File: src/rtl/rr_encoder4to2_if.sv
// Request/result bundle for the 4-request arbiter-encoder.
// The master side is the encoder, the slave side is the requester/consumer.
interface rr_encoder4to2_if;
  logic [3:0] req;
  logic [1:0] out;
  logic [3:0] grant;
  logic       valid;
  logic       ready;
  logic       multi;

  modport master (
    input  req,
    input  ready,
    output out,
    output grant,
    output valid,
    output multi
  );

  modport slave (
    output req,
    output ready,
    input  out,
    input  grant,
    input  valid,
    input  multi
  );
endinterface

File: src/rtl/rr_encoder4to2.sv
// Registered 4-request round-robin/fixed-priority arbiter with one-hot grant,
// binary index and multi-request flag held behind a valid/ready handshake.
module rr_encoder4to2 #(
  parameter bit RR_EN = 1'b1
) (
  input  logic           clk,
  input  logic           rst_n,
  rr_encoder4to2_if.master bus
);

  localparam logic [0:0] S_IDLE = 1'b0;
  localparam logic [0:0] S_HOLD = 1'b1;

  logic [0:0] r_state;
  logic [1:0] r_ptr;
  logic [1:0] r_out;
  logic [3:0] r_grant;
  logic       r_multi;

  logic       w_hs;
  logic       w_any;
  logic       w_multi;
  logic [1:0] w_ptr_nxt;
  logic [1:0] w_ptr_use;
  logic [1:0] w_win;

  assign w_hs      = (r_state == S_HOLD) && bus.ready;
  assign w_ptr_nxt = RR_EN ? r_out + 2'd1 : 2'd0;
  // a back-to-back capture must search from the freshly advanced pointer
  assign w_ptr_use = w_hs ? w_ptr_nxt : r_ptr;
  assign w_any     = |bus.req;
  assign w_multi   = |(bus.req & (bus.req - 4'd1));

  always_comb begin
    w_win = w_ptr_use;
    for (int i = 3; i >= 0; i--) begin
      if (bus.req[w_ptr_use + 2'(i)]) begin
        w_win = w_ptr_use + 2'(i);
      end
    end
  end

  always_ff @(posedge clk or negedge rst_n) begin
    if (!rst_n) begin
      r_state <= S_IDLE;
      r_ptr   <= 2'd0;
      r_out   <= 2'd0;
      r_grant <= 4'd0;
      r_multi <= 1'b0;
    end else if (r_state == S_IDLE) begin
      if (w_any) begin
        r_state <= S_HOLD;
        r_out   <= w_win;
        r_grant <= 4'b0001 << w_win;
        r_multi <= w_multi;
      end
    end else if (bus.ready) begin
      r_ptr <= w_ptr_nxt;
      if (w_any) begin
        r_out   <= w_win;
        r_grant <= 4'b0001 << w_win;
        r_multi <= w_multi;
      end else begin
        r_state <= S_IDLE;
        r_out   <= 2'd0;
        r_grant <= 4'd0;
        r_multi <= 1'b0;
      end
    end
  end

  assign bus.out   = r_out;
  assign bus.grant = r_grant;
  assign bus.multi = r_multi;
  assign bus.valid = (r_state == S_HOLD);

endmodule

File: src/flat_wrapper.sv
// flat-port wrapper written by rule: the top's interface ports become plain ports
module rr_encoder4to2_flat 
#(
  parameter bit RR_EN = 1'b1
)
  (clk, rst_n, bus_req, bus_ready, bus_out, bus_grant, bus_valid, bus_multi);
  rr_encoder4to2_if bus_i ();
  input  logic clk;
  input  logic rst_n;
  input wire logic [$bits(bus_i.req)-1:0] bus_req;
  input wire logic [$bits(bus_i.ready)-1:0] bus_ready;
  output wire logic [$bits(bus_i.out)-1:0] bus_out;
  output wire logic [$bits(bus_i.grant)-1:0] bus_grant;
  output wire logic [$bits(bus_i.valid)-1:0] bus_valid;
  output wire logic [$bits(bus_i.multi)-1:0] bus_multi;
  assign bus_i.req = bus_req;
  assign bus_i.ready = bus_ready;
  assign bus_out = bus_i.out;
  assign bus_grant = bus_i.grant;
  assign bus_valid = bus_i.valid;
  assign bus_multi = bus_i.multi;
  rr_encoder4to2 #(.RR_EN(RR_EN)) u_core (.clk(clk), .rst_n(rst_n), .bus(bus_i));
endmodule
File: config.mk
export PLATFORM = sky130hd
export DESIGN_NAME = rr_encoder4to2_flat
export DESIGN_NICKNAME = d
export VERILOG_FILES = /design/src/rtl/rr_encoder4to2_if.sv /design/src/rtl/rr_encoder4to2.sv /design/src/flat_wrapper.sv
export SDC_FILE = /design/constraint.sdc
export NUM_CORES = 1
export LEC_CHECK = 0
export ABC_AREA = 0
export CAP_MARGIN = 30
export CELL_PAD_IN_SITES_DETAIL_PLACEMENT = 1
export CELL_PAD_IN_SITES_GLOBAL_PLACEMENT = 1
export CORE_MARGIN = 8
export CORE_UTILIZATION = 25
export DETAILED_ROUTE_END_ITERATION = 8
export GPL_ROUTABILITY_DRIVEN = 0
export PLACE_DENSITY = 0.67
export SYNTH_ARGS = -nofsm -noshare
export SYNTH_HDL_FRONTEND = slang
export SYNTH_SLANG_ARGS = --single-unit
File: constraint.sdc
create_clock -name clk -period 2.55 [get_ports clk]
set_clock_uncertainty 0.1 [all_clocks]
set_input_delay 0.765 -clock clk [delete_from_list [all_inputs] [get_ports clk]]
set_output_delay 0.765 -clock clk [all_outputs]
set_load 0.01 [all_outputs]
==> Word-level counts from Yosys, hierarchy flattened <==
Cells that the tools add are included.
{ "word_totals": {"reg_bits": 10, "latch_bits": 0, "ram_bits": 0, "romBits": 0, "in_bits": 7, "out_inout_bits": 8, "memories": 0} }
{ "op_classes": {"add_sub_neg": 5, "multipliers": 0, "div": 0, "magnitude_cmp": 4, "eq_ne": 1, "shift": 1, "n_mux": 28, "bitwise_logic": 1, "reduce_logical": 6} }
{ "ops": {"columns": ["operator", "count"], "rows": [
  ["2-to-1 mux 2 bit", 9],
  ["2-to-1 mux 4 bit", 4],
  ["< comparator 2 x 3 -> 1 bit (second input constant)", 4],
  ["2-to-1 mux 1 bit", 11],
  ["binary-select mux 1 bit (select 2 bit)", 4],
  ["OR reduction 4 bit", 2],
  ["adder 2 x 1 -> 2 bit (second input constant)", 2],
  ["adder 2 bit (second input constant)", 2],
  ["AND 4 bit", 1],
  ["AND reduction 2 bit", 2],
  ["left shift 1 x 2 -> 4 bit (first input constant)", 1],
  ["subtractor 4 x 1 -> 4 bit (second input constant)", 1],
  ["inequality test 2 bit (second input constant)", 1],
  ["nonzero test 2 bit", 1],
  ["logical AND 1 bit", 1]
]} }

==> Depth between registers and ports, before layout <==
Gate-level depths: netlist of run 1.
{ "logic_depth": {"word_depth": 13, "depth_mapped": 5, "mapped_depth_nobuf": 5} }

==> Worst setup path before layout of run 1 <==
Ideal clock, no wire load.
{ "synth_timing": {"path_type": "input -> register", "startpoint": "in bus_ready", "endpoint": "reg u_core.r_grant[0], in the netlist u_core.bus.grant[0]", "setup_ns": 0.122, "arrival_time_ns": 1.873, "slack_ns": 0.456, "path_stages": 5, "cell_sequence": "and3_1 > or4_1 > a22oi_2 > o211ai_2 > a32o_1"} }
{ "synth_between": {"elab_chain_cells": 13, "word_cells_on_any_way": 24} }
{ "synth_rtl": {"columns": ["element", "line_no", "rtl"], "rows": [
  ["start, declared", "flat_wrapper.sv:11", "input wire logic [$bits(bus_i.ready)-1:0] bus_ready;"],
  ["logical AND 1 bit", "rr_encoder4to2.sv:27", "assign w_hs = (r_state == S_HOLD) && bus.ready;"],
  ["2-to-1 mux 2 bit", "rr_encoder4to2.sv:30", "assign w_ptr_use = w_hs ? w_ptr_nxt : r_ptr;"],
  ["adder 2 bit", "rr_encoder4to2.sv:37, rr_encoder4to2.sv:38", null],
  ["binary-select mux 1 bit (select 2 bit)", "rr_encoder4to2.sv:37", "if (bus.req[w_ptr_use + 2'(i)]) begin"],
  ["2-to-1 mux 1 bit (implied by the code)", "rr_encoder4to2.sv:37", null],
  ["2-to-1 mux 2 bit (4 in series)", "rr_encoder4to2.sv:37", null],
  ["left shift 1 x 2 -> 4 bit", "rr_encoder4to2.sv:54, rr_encoder4to2.sv:61", null],
  ["2-to-1 mux 4 bit", "rr_encoder4to2.sv:59", "if (w_any) begin"],
  ["2-to-1 mux 4 bit", "rr_encoder4to2.sv:57", "end else if (bus.ready) begin"],
  ["2-to-1 mux 4 bit", "rr_encoder4to2.sv:50", "end else if (r_state == S_IDLE) begin"],
  ["end signal, assigned", "rr_encoder4to2.sv:54", "r_grant <= 4'b0001 << w_win;"],
  ["end signal, assigned", "rr_encoder4to2.sv:61", "r_grant <= 4'b0001 << w_win;"],
  ["end, declared", "rr_encoder4to2.sv:17", "logic [3:0] r_grant;"]
]} }
Parallel ways exist; a longest one is shown, timed or not. The select of a mux whose other input is x is not followed.
A chain may end at the register's enable or synchronous reset.

==> Final worst setup path of run 1 <==
{ "layout_timing": {"startpoint": "in bus_ready", "endpoint": "reg u_core.r_grant[2], in the netlist u_core.bus.grant[2]"} }
Same word-level chain as after synthesis.

==> metrics.txt, run 1 <==
status=complete, no violations; post-CTS setup buffer count=0; post-synthesis async set-or-reset flop share=100%; CORE AREA=2210 um2; Largest stage delay, worst path=500 ps; P_leak=0.358 nW; Initial Utilization=26.6%; Area Growth Syn to Fin=47.3%; post-route ant nets=0; via count=607; clk buf depth=2; fin nets=98; die width=64.6 um; Rel. slew slack=~70%; H-tree depth=1; Final Cycle Share=roughly 97%; Layout fillers=275; worst hold path type=flip-flop to flip-flop; synthesis-stage register bit count=10; Root Driver=clkbuf_4; Total Routing Usage GR=9.42%; pwr/cell area=712 nW/um2; fin util=roughly two fifths; synthesized net count=70; register area share after synthesis=42.5%; # setup viols final=0; first-pass GRT wire length=~3200 um; worst-path cell chain=clkdlybuf4s50_1 > and3_1 > or4_1 > a22oi_2 > o211ai_2 > a32o_1; Critical Path Source Type=primary input; setup TNS=0 ps; WP data arrival=2520 ps; critical path type=primary input to flip-flop; Commonest cells post-synth=dfrtp_1, o21ai_0, nand2_1; Yosys top cell area share=42.5%; count leader, synth=dfrtp_1; average via count per standard cell=5.14; Pre-antenna DRT Iters=4; MaxCap Viol Count=0; DP Wirelength=1490 um; die area=4170 um2; Congestion Overflow GR=0; Synth Warn #=0; worst-path fanout max=6; Ant. Diodes=0; Slew @ Worst Pin=roughly 450 ps; DRT Wirelength=around 1900 um; Post-synth EDFFs=0; Slew Viols, Final=0; peak supply drop=0.386 mV; Yosys top cell by area=dfrtp_1; DIE HEIGHT=64.6 um; crit path max-delay cell type=clkdlybuf4s50_1; share of layout cells above drive strength 1=20.0%; clock-pin slew on the worst setup and hold paths=roughly 70 ps; synth unique cells=29; DRC=0; crit path capture type=flip-flop; Overall Power=0.000618 W; largest net degree at the start of global routing=11; cts hold-fix bufs=0; synthesized instance count=between 60 and 70; RSZ-0062 raised after global routing=no; Iter 0 DRT Violations=7; syn_area_per_cell=9.35 um2; final worst path period need=2460 ps; Main synth FF type=dfrtp_1; placed cells=114; worst endpoint required time=2610 ps; vias in the first global route=648; CTS Buf Count=3; PostCTS Resize Cnt=0; Skew-Pair Late Insertion Delay=260 ps; top cells by area, synth=dfrtp_1, o21ai_0, nand2_1; final hold vios=0; Synth Cell Area=589 um2; CTS tree=yes; initial antenna violation count=0; Port Buffer Count=14; io pins=15; Max Clk Rate=406 MHz; CTS sink count=10; row cnt=17; Layout Cells excl Fill=118; WL per Instance=15.8 um
## per-stage QoR
| step | hold WS (ps) | cell area [um2] | worst slack [ps] |
|---|---|---|---|
| 6_report | 388 | 868 | 88.8 |
| 5_1_grt | 414 | 868 | 5.43 |
| 4_1_cts | 397 | 868 | 85.6 |
| 3_5_place_dp | 381 | 832 | -164 |
| 3_3_place_gp | 373 | 832 | -123 |
| 2_1_floorplan | 369 | 589 | 456 |
## cell type report
type                       count  area, um2  area share (%)
inverter                       3       11.3            1.30
sequential                    10        250            28.8
tap                           28       35.0            4.03
timing repair buffer          23        208            23.9
multi-input combinational     50        328            37.8
clock buffer                   4       36.3            4.18
## path summary, 6_finish.rpt
kind	slack, ps	depth (start not counted)	end	startpoint
max	90	6	u_core.bus.grant[2]	bus_ready
max reg2reg	600	5	u_core.bus.grant[2]	u_core.bus.valid
min in group asynchronous	710	1	u_core.bus.grant[3]	rst_n
min reg2reg	390	2	u_core.bus.grant[3]	u_core.bus.grant[3]
max in group asynchronous	1320	1	u_core.r_ptr[0]	rst_n
min	390	2	u_core.bus.grant[3]	u_core.bus.grant[3]
## critical path: cells and delay by family
family	cells	cell delay [ps]
AND/OR/NAND/NOR	2	670
AO/OA/AOI/OAI	3	580
buffers and inverters	1	500
## registers in the layout, summed over array words and instances (netlist names)
name	flops
u_core.r_ptr	2
u_core.bus.multi	1
u_core.bus.valid	1
u_core.bus.out	2
u_core.bus.grant	4
## placed cells by master, fill, tap and decap left out, types with 2 or more instances in the layout
master	instances
a21oi_1	2
a32o_1	2
and2_1	2
and3_1	2
buf_4	9
clkbuf_4	3
clkdlybuf4s50_1	14
dfrtp_1	10
inv_1	3
nand2_1	7
nand2b_1	2
nand3_1	2
nor3b_1	2
o21ai_0	8
o31ai_1	3
or3_1	2
## metal layers
| layer | GRT usage (%) | up-vias | wire [um] |
|---|---|---|---|
| li1 | - | 292 | - |
| met1 | 11.5 | 303 | 834 |
| met2 | 14.8 | 10 | 923 |
| met3 | 3.61 | 2 | 105 |
| met4 | 3.27 | 0 | 7 |
| met5 | 0 | - | 0 |
## where the power goes
| part | switching, W | leakage (nW) | internal (W) |
|---|---|---|---|
| logic | 0.000110 | 0.217 | 0.000130 |
| clock network | 0.0000571 | 0.0210 | 0.0000866 |
| registers | 0.0000402 | 0.119 | 0.000195 |
## logic make-up after synthesis
logic type / share of synthesized area, %
AO/OA/AOI/OAI: 29.9
XOR/XNOR: 1.49
adder cells (fa/ha/maj): 1.70
buffers and inverters: 1.91
flip-flops: 42.5
AND/OR/NAND/NOR: 22.5
Note: power is estimated with default switching activity, not from simulation.
==> run 2, diff against run 1 <==
--- a/config.mk
+++ b/config.mk
@@ -10,10 +10,10 @@
 export CELL_PAD_IN_SITES_DETAIL_PLACEMENT = 1
 export CELL_PAD_IN_SITES_GLOBAL_PLACEMENT = 1
 export CORE_MARGIN = 8
-export CORE_UTILIZATION = 25
+export CORE_UTILIZATION = 34
 export DETAILED_ROUTE_END_ITERATION = 8
 export GPL_ROUTABILITY_DRIVEN = 0
-export PLACE_DENSITY = 0.67
+export PLACE_DENSITY = 0.84
 export SYNTH_ARGS = -nofsm -noshare
 export SYNTH_HDL_FRONTEND = slang
 export SYNTH_SLANG_ARGS = --single-unit
==> run 2 against run 1 <==
Via count is 0.82% higher. Worst setup slack better by 85 ps. Cell count is 9.3% lower. Flip-flop and latch count stayed put. Global-route usage is 2.8 points higher. Critical endpoint unchanged. Largest power group unchanged.
==> metrics.txt, run 2 (synthesis gave the netlist of run 1 again) <==
via count=612; CTS tree=yes; Pre-antenna DRT Iters=4; largest net degree at the start of global routing=11; Total Routing Usage GR=12.3%; DRT Wirelength=1920 um; vias in the first global route=roughly 670; Post-Place Setup Slack=-176 ps; finished layout cell area=between 800 and 900 um2; fin util=50.9%; Largest stage delay, worst path=470 ps; placed cell area=just over 800 um2; worst-path fanout max=4; M2 GR Usage=21.7%; Top delay family on crit path=simple AND/OR/NAND/NOR gates; CTS sink count=10; clk buf depth=2; pwr/cell area=around 700 nW/um2; H-tree depth=1; WP data arrival=about 2400 ps; worst-path cell chain=clkdlybuf4s50_1 > or3_1 > or2_2 > and2_1 > a32o_1; die width=57.6 um; Critical path buffers and inverters=1; Area Growth Syn to Fin=44.4%; Critical Path Source Type=primary input; Rel. slew slack=between 60% and 70%; Iter 0 DRT Violations=5; final worst path period need=between 2000 and 2500 ps; Final Cycle Share=93.2%; DRC=0; P_leak=0.364 nW; Slew Viols, Final=0; Skew-Pair Late Insertion Delay=260 ps; RSZ-0062 raised after global routing=no; CORE AREA=1670 um2; met3 GRT Util=3.75%; WL per Instance=between 15 and 20 um; row cnt=15; share of layout cells above drive strength 1=20.0%; Ant. Diodes=0; peak supply drop=0.423 mV; Initial Utilization=35.3%; fin nets=99; Root Driver=clkbuf_4; worst endpoint required time=2600 ps; Port Buffer Count=14; MaxCap Viol Count=0; GR Util met1=roughly an eighth; status=complete, no violations; busiest grt layer=met2; most common cell after layout, fill and taps aside=clkdlybuf4s50_1; final hold vios=0; first-pass GRT wire length=3170 um; commonest non-fill, non-tap cells in the layout=clkdlybuf4s50_1, buf_4, dfrtp_1, o21ai_0, nand2_1; final worst setup slack=174 ps; # setup viols final=0; DIE HEIGHT=57.6 um; die area=3320 um2; Overall Power=0.000587 W; max reg flops=4; Max Clk Rate=around 420 MHz; crit path capture type=flip-flop; R2R Setup Slk=between 600 and 700 ps; CTS Buf Count=3; Slew @ Worst Pin=451 ps; crit path max-delay cell type=clkdlybuf4s50_1; post-route ant nets=0; io pins=15; post-CTS setup buffer count=0; critical path type=primary input to flip-flop; DP Wirelength=between 1000 and 1500 um; Congestion Overflow GR=0; setup TNS=0 ps; initial antenna violation count=0; average via count per standard cell=5.72; clock-pin slew on the worst setup and hold paths=60 ps; worst hold path type=flip-flop to flip-flop
run 2: cell count changes in the layout (fill, tap and decap cells not counted):
cell	change
clkbuf_8	-1
clkdlybuf4s50_1	-1
dlymetal6s2s_1	+1
buf_4	+1
run 2: routing by layer:
metal,vias to the layer above,share of wire (%)
li1,297,-
met1,299,43
met2,12,51
met3,4,3.7
met4,0,2.1
met5,-,0
run 2: layout make-up:
type | instances | area (um2)
Fill cell | 208 | 820
Sequential cell | 10 | 250
Tap cell | 17 | 21.3
Timing Repair Buffer | 24 | 218
Multi-Input combinational cell | 50 | 328
Clock buffer | 3 | 22.5
Inverter | 3 | 11.3
run 2: power breakdown:
group | switching [W] | internal [W] | total, W
Sequential | 0.0000440 | 0.000195 | 0.000239
Combinational | 0.000110 | 0.000131 | 0.000241
Clock | 0.0000523 | 0.0000545 | 0.000107
Total | 0.000207 | 0.000380 | 0.000587
run 2: what timing repair did:
action / CTS / global route
setup endpoints to repair: 0 / 2
hold buffers: 0 / 0
gates resized for setup: 0 / 1
run 2: path summary, 6_finish.rpt:
check                                    start                   to  cells after the start
max                                 bus_req[0]  u_core.bus.grant[2]                      5
min                        u_core.bus.grant[3]  u_core.bus.grant[3]                      2
max reg2reg                   u_core.bus.valid  u_core.bus.grant[2]                      5
min reg2reg                u_core.bus.grant[3]  u_core.bus.grant[3]                      2
max in group asynchronous                rst_n     u_core.bus.multi                      1
min in group asynchronous                rst_n    u_core.bus.out[0]                      1
run 2: stage by stage:
step | hold WS, ps | instances
CTS | 379 | 107
finish | 372 | 107
detailed placement | 366 | 104
global route | 429 | 107
global placement | 362 | 104
floorplan | 369 | 63
run 2: worst min-delay path, cell delays in order, from the launching register on:
cell,delay [ps]
dfrtp_1,340
nand2_1,50
o31ai_1,50
